**config.mk**
```make
export PLATFORM = sky130hd
export DESIGN_NAME = spi_xform_slave
export DESIGN_NICKNAME = d
export VERILOG_FILES = /design/src/rtl/spi_xform_pkg.sv /design/src/rtl/spi_sync.sv /design/src/rtl/spi_xform_slave.sv
export SDC_FILE = /design/constraint.sdc
export NUM_CORES = 1
export LEC_CHECK = 0
export BUFFER_PORTS_ARGS = -buffer_cell sky130_fd_sc_hd__buf_4
export CORE_MARGIN = 5
export CORE_UTILIZATION = 40
export DETAILED_ROUTE_END_ITERATION = 10
export GPL_TIMING_DRIVEN = 0
export PLACE_DENSITY_LB_ADDON = 0.3
export SLEW_MARGIN = 20
export SYNTH_ARGS = -nofsm -noshare
export SYNTH_HDL_FRONTEND = slang
export SYNTH_SLANG_ARGS = --single-unit
```
**constraint.sdc**
```tcl
create_clock -name clock -period 1.95 [get_ports clock]
set_clock_uncertainty 0.2 [all_clocks]
set_input_delay 0.0975 -clock clock [delete_from_list [all_inputs] [get_ports clock]]
set_output_delay 0.0975 -clock clock [all_outputs]
set_load 0.01 [all_outputs]
```
**src/rtl/spi_xform_pkg.sv**
```systemverilog
// Shared types for the SPI transforming slave: transform selector and FSM states.
package spi_xform_pkg;

  // Transform applied to a received frame before it is shifted back out.
  typedef enum logic [1:0] {
    OP_REV    = 2'd0,
    OP_ECHO   = 2'd1,
    OP_INV    = 2'd2,
    OP_REVINV = 2'd3
  } op_e;

  // Frame-level controller states.
  typedef enum logic [1:0] {
    IDLE = 2'd0,
    RX   = 2'd1,
    TX   = 2'd2
  } state_e;

endpackage

```
**src/rtl/spi_sync.sv**
```systemverilog
// Two-flop synchronizer for one asynchronous input. While reset is asserted
// both stages hold RST_VAL, so the synchronized output shows the line's idle
// level and no spurious edge is produced when reset is released.
module spi_sync #(
  parameter logic RST_VAL = 1'b0
) (
  input  logic clock,
  input  logic reset,
  input  logic d,
  output logic q
);

  logic meta_reg;
  logic sync_reg;

  // Shift the asynchronous level through two flops to settle metastability.
  always_ff @(posedge clock) begin
    if (reset) begin
      meta_reg <= RST_VAL;
      sync_reg <= RST_VAL;
    end else begin
      meta_reg <= d;
      sync_reg <= meta_reg;
    end
  end

  assign q = sync_reg;

endmodule

```
**src/rtl/spi_xform_slave.sv**
```systemverilog
// SPI slave (CPHA=0) that receives a WIDTH-bit frame LSB-first-by-arrival,
// reports it on rx_data/rx_valid, then returns a transformed copy on miso
// during the following WIDTH sck cycles. Frames repeat while ss stays low.
module spi_xform_slave
  import spi_xform_pkg::*;
#(
  parameter int WIDTH = 8,
  parameter int CPOL  = 0
) (
  input  logic             clock,
  input  logic             reset,
  input  logic             sck,
  input  logic             ss,
  input  logic             mosi,
  output logic             miso,
  input  logic [1:0]       op,
  output logic [WIDTH-1:0] rx_data,
  output logic             rx_valid
);

  localparam int             CW   = $clog2(WIDTH);
  localparam logic [CW-1:0]  LAST = CW'(WIDTH - 1);
  localparam logic           SCK_IDLE = (CPOL != 0);

  logic ss_sync;
  logic sck_sync;
  logic mosi_sync;

  spi_sync #(.RST_VAL(1'b1)) u_ss_sync (
    .clock (clock),
    .reset (reset),
    .d     (ss),
    .q     (ss_sync)
  );

  spi_sync #(.RST_VAL(SCK_IDLE)) u_sck_sync (
    .clock (clock),
    .reset (reset),
    .d     (sck),
    .q     (sck_sync)
  );

  spi_sync #(.RST_VAL(1'b0)) u_mosi_sync (
    .clock (clock),
    .reset (reset),
    .d     (mosi),
    .q     (mosi_sync)
  );

  // After inversion the controller always sees an idle-low sck.
  logic sck_norm;
  logic sck_prev_reg;
  logic sck_rise;
  logic sck_fall;

  assign sck_norm = sck_sync ^ SCK_IDLE;
  assign sck_rise = sck_norm & ~sck_prev_reg;
  assign sck_fall = ~sck_norm & sck_prev_reg;

  // Third copy of normalized sck used as the edge-detect reference.
  always_ff @(posedge clock) begin
    if (reset) sck_prev_reg <= 1'b0;
    else       sck_prev_reg <= sck_norm;
  end

  state_e           state_reg;
  op_e              op_reg;
  logic [CW-1:0]    cnt_reg;
  logic [WIDTH-1:0] r_reg;
  logic [WIDTH-1:0] t_reg;
  logic [WIDTH-1:0] rx_data_reg;
  logic             rx_valid_reg;
  logic             miso_reg;

  // Shift register contents including the bit arriving on this rising edge,
  // so the final bit of a frame can be reported and transformed immediately.
  logic [WIDTH-1:0] r_next;
  logic [WIDTH-1:0] r_rev;
  logic [WIDTH-1:0] t_next;

  // Insert the current mosi sample at the bit position given by the counter.
  always_comb begin
    r_next          = r_reg;
    r_next[cnt_reg] = mosi_sync;
  end

  for (genvar gi = 0; gi < WIDTH; gi++) begin : g_rev
    assign r_rev[gi] = r_next[WIDTH-1-gi];
  end

  // Select the transform latched at the start of this frame.
  always_comb begin
    case (op_reg)
      OP_REV:  t_next = r_rev;
      OP_ECHO: t_next = r_next;
      OP_INV:  t_next = ~r_next;
      default: t_next = ~r_rev;
    endcase
  end

  // Frame controller: receive WIDTH bits, publish, then shift out the transform.
  always_ff @(posedge clock) begin
    if (reset) begin
      state_reg    <= IDLE;
      op_reg       <= OP_REV;
      cnt_reg      <= '0;
      r_reg        <= '0;
      t_reg        <= '0;
      rx_data_reg  <= '0;
      rx_valid_reg <= 1'b0;
      miso_reg     <= 1'b1;
    end else begin
      rx_valid_reg <= 1'b0;
      if (ss_sync) begin
        // Deselect aborts any frame in progress; rx_data is kept.
        state_reg <= IDLE;
        cnt_reg   <= '0;
        miso_reg  <= 1'b1;
      end else begin
        case (state_reg)
          IDLE: begin
            state_reg <= RX;
            cnt_reg   <= '0;
            op_reg    <= op_e'(op);
            miso_reg  <= 1'b1;
          end
          RX: begin
            if (sck_rise) begin
              r_reg <= r_next;
              if (cnt_reg == LAST) begin
                state_reg    <= TX;
                cnt_reg      <= '0;
                rx_data_reg  <= r_next;
                rx_valid_reg <= 1'b1;
                t_reg        <= t_next;
              end else begin
                cnt_reg <= cnt_reg + 1'b1;
              end
            end
          end
          TX: begin
            if (sck_rise) begin
              if (cnt_reg == LAST) begin
                state_reg <= RX;
                cnt_reg   <= '0;
                op_reg    <= op_e'(op);
                miso_reg  <= 1'b1;
              end else begin
                cnt_reg <= cnt_reg + 1'b1;
              end
            end else if (sck_fall) begin
              miso_reg <= t_reg[cnt_reg];
            end
          end
          default: state_reg <= IDLE;
        endcase
      end
    end
  end

  assign miso     = miso_reg;
  assign rx_data  = rx_data_reg;
  assign rx_valid = rx_valid_reg;

endmodule

```
==> results.cfg <==
[run]
drv_cap = 0

[routing]
dr.pass1.iters = 5
drt_iter0_markers = 109
antenna_left = 0
drc_errors = 0
wl_um = 4799
viasPerCell = 5.393
route.vias.total = 1742
avgRoutedWirePerCell_um = 14.86

[die]
die-area_mm2 = 0.006769
start_util_pct = 41.17
rows = 26
fp.coreArea_mm2 = 0.005075
io_pins = 17
die_h_um = 82.28
dieWidth_um = 82.28

[critical_path]
max_stage_delay_ps = 340
crit_start = cnt_reg[2]$_SDFFE_PP0P_
worstReg2RegEnd = t_reg[0]$_SDFFE_PP0P_
crit_slowest_cell = dfxtp_1
reg2regPathDepth = 6
arrival_ps = 1940
worstPathMaxFanout = 10
start_kind = flip-flop
critPathKind = flip-flop to flip-flop
cp.required_ps = 1940
r2r_setup_slack_ps = 2
cp-end-kind = flip-flop
r2r-start = cnt_reg[2]$_SDFFE_PP0P_
cp_cell_sequence = buf_6 -> clkbuf_4 -> nor3_4 -> mux2i_2 -> a21boi_1 -> a211o_1

[clock_network]
root_buffer = clkbuf_8
insertion_delay_ps = 300
cts_tree = yes
cts_buffers = 5
cts_max_path_buffers = 2
htree_levels = 2
cts_sinks = 40
path_clk_slew_ps = 80

[synth]
synth_top_area_share_pct = 38.32
async_reset_ff_share_pct = 0
yosysTopAreaCell = dfxtp_1
synthMostInstantiatedCell = dfxtp_1
synthFlopType = dfxtp_1
synth_area_per_cell_um2 = 9.328
synth_seq_area_share_pct = 38.32
synth_area_leaders = dfxtp_1 38%, mux2i_1 9.1%, nor2_1 4.9%, ha_1 4.8%, a211oi_1 2.9%
synthDistinctLibCells = 50
synth-edff-count = 0
netlist_area_mm2 = 0.002090
synth_cells = 224
synth_seq_cells = 40
syn-num-nets = 239
yosysWarnings = 0
synth_commonest_cells = 40 x dfxtp_1, 27 x nor2_1, 19 x mux2i_1

[sta]
rsz0062_at_grt = yes
fin_crit_sh_pct = 99.91
period_minus_slack_ps = 1948
drv_slew = 0
clock.fmax_mhz = 513.3
relSlewSlack_pct = 68.68
worst_pin_slew_ps = 469.8
finalHoldViolCount = 0
final-setup-viol-count = 0

[grt]
grt_max_degree = 13
antenna_found_initial = 0
grt_pass1_wl_um = 7741
overflow = 0
grt_usage_pct = 15.32
grt_pass1_vias = 1621

[hold_path]
hold_end = t_reg[7]$_SDFFE_PP0P_
worstHoldStart = reset
hold_path.class = input pin to flip-flop
min_delay_path_depth = 4

[cells_and_area]
fin_cells = 323
final_cell_area_mm2 = 0.002516
fillers = 504
final_core_utilization_pct = 49.58
antenna_cells = 0
syn2layout_area_growth_pct = 20.42
drive_above_1_share_pct = 25.30
layout.nets = 267

[placed_design]
dp_cells = 309
io_buffers = 15
place_hpwl_um = 3537
placed_cell_area_mm2 = 0.002290
gp_congestion = 0.8219

[power]
pwr_density_cell_mw_per_mm2 = 589.3
leakage_nw = 0.9710
p_total_mw = 1.483
peakVddDrop_v = 0.0003072

[outcome]
status = finished, final reports clean
layout by cell type (no fill, tap or decap), types with 7 or more instances in the layout:
cell      instances
ha_1              7
a211oi_1          8
mux2i_1          17
dfxtp_1          39
nor2b_1           8
nor2_1           27
inv_1             7
buf_4            20
metrics by stage:
step           setup TNS, ps  setup WS [ps]  hold WS, ps
2_1_floorplan              0          46.20        1.311
3_3_place_gp           -2245         -219.1        90.42
3_5_place_dp           -2548         -233.4        85.94
4_1_cts                    0          8.184        84.14
5_1_grt               -172.9         -60.31        148.3
6_report                   0          1.822        117.8
area by class of cell:
| cell class | count | area (um2) | area share (%) |
|---|---|---|---|
| clock inverter | 2 | 10.01 | 0.3978 |
| sequential | 40 | 804.5 | 31.97 |
| buffer | 17 | 110.1 | 4.376 |
| tap | 70 | 87.58 | 3.481 |
| timing repair buffer | 22 | 177.7 | 7.061 |
| inverter | 7 | 26.28 | 1.044 |
| clock buffer | 6 | 82.58 | 3.282 |
| multi-input combinational | 159 | 1217 | 48.38 |
how the worst max path moves through the flow:
| stage | to | slack (ps) |
|---|---|---|
| global route | r_reg[2]$_SDFFE_PP0P_ | -60 |
| CTS | t_reg[0]$_SDFFE_PP0P_ | 8 |
| global placement | t_reg[3]$_SDFFE_PP0P_ | -220 |
| finish | t_reg[0]$_SDFFE_PP0P_ | 2 |
| floorplan | t_reg[3]$_SDFFE_PP0P_ | 50 |
| detailed placement | t_reg[3]$_SDFFE_PP0P_ | -230 |
metal layers:
layer  vias to the layer above  track usage [%]  part of all wire (%)
li1                        867                -                     -
met1                       820            19.39                    46
met2                        48            23.88                    46
met3                         7            4.121                   6.6
met4                         0            7.641                   1.7
met5                         -                0                     0
cell families (layout without fill, tap and decap cells):
group / after synthesis / in the layout / share of synthesized area, %
flops: 40 / 40 / 38.32
compound gates: 41 / 41 / 15.21
mux: 23 / 23 / 11.26
simple gates: 87 / 87 / 24.61
buf+inv: 25 / 54 / 5.808
fa+ha+maj: 8 / 8 / 4.791
where the power goes:
part / switching (mW) / total, mW / internal [mW] / leakage (nW)
clock: 0.294 / 0.577 / 0.283 / 0.0510
combinational: 0.0398 / 0.0768 / 0.0370 / 0.596
sequential: 0.00609 / 0.829 / 0.823 / 0.325
total: 0.340 / 1.48 / 1.14 / 0.971
worst max-delay path, delay by kind of cell, from the launching register on:
| family | cells | cell delay, ps |
|---|---|---|
| AOI/OAI and AO/OA | 2 | 430 |
| DFF | 1 | 340 |
| buffers and inverters | 2 | 340 |
| and+or+nand+nor | 1 | 260 |
| muxes | 1 | 260 |
what timing repair did:
item | 4_1_cts | 5_1_grt
pin swaps | 1 | 1
endpoints found under the setup margin | 23 | 19
buffers inserted | 1 | 1
resized for setup | 12 | 12
hold endpoints to repair | 5 | 0
hold buffers | 5 | 0
Power figures use the tool's default switching activity.
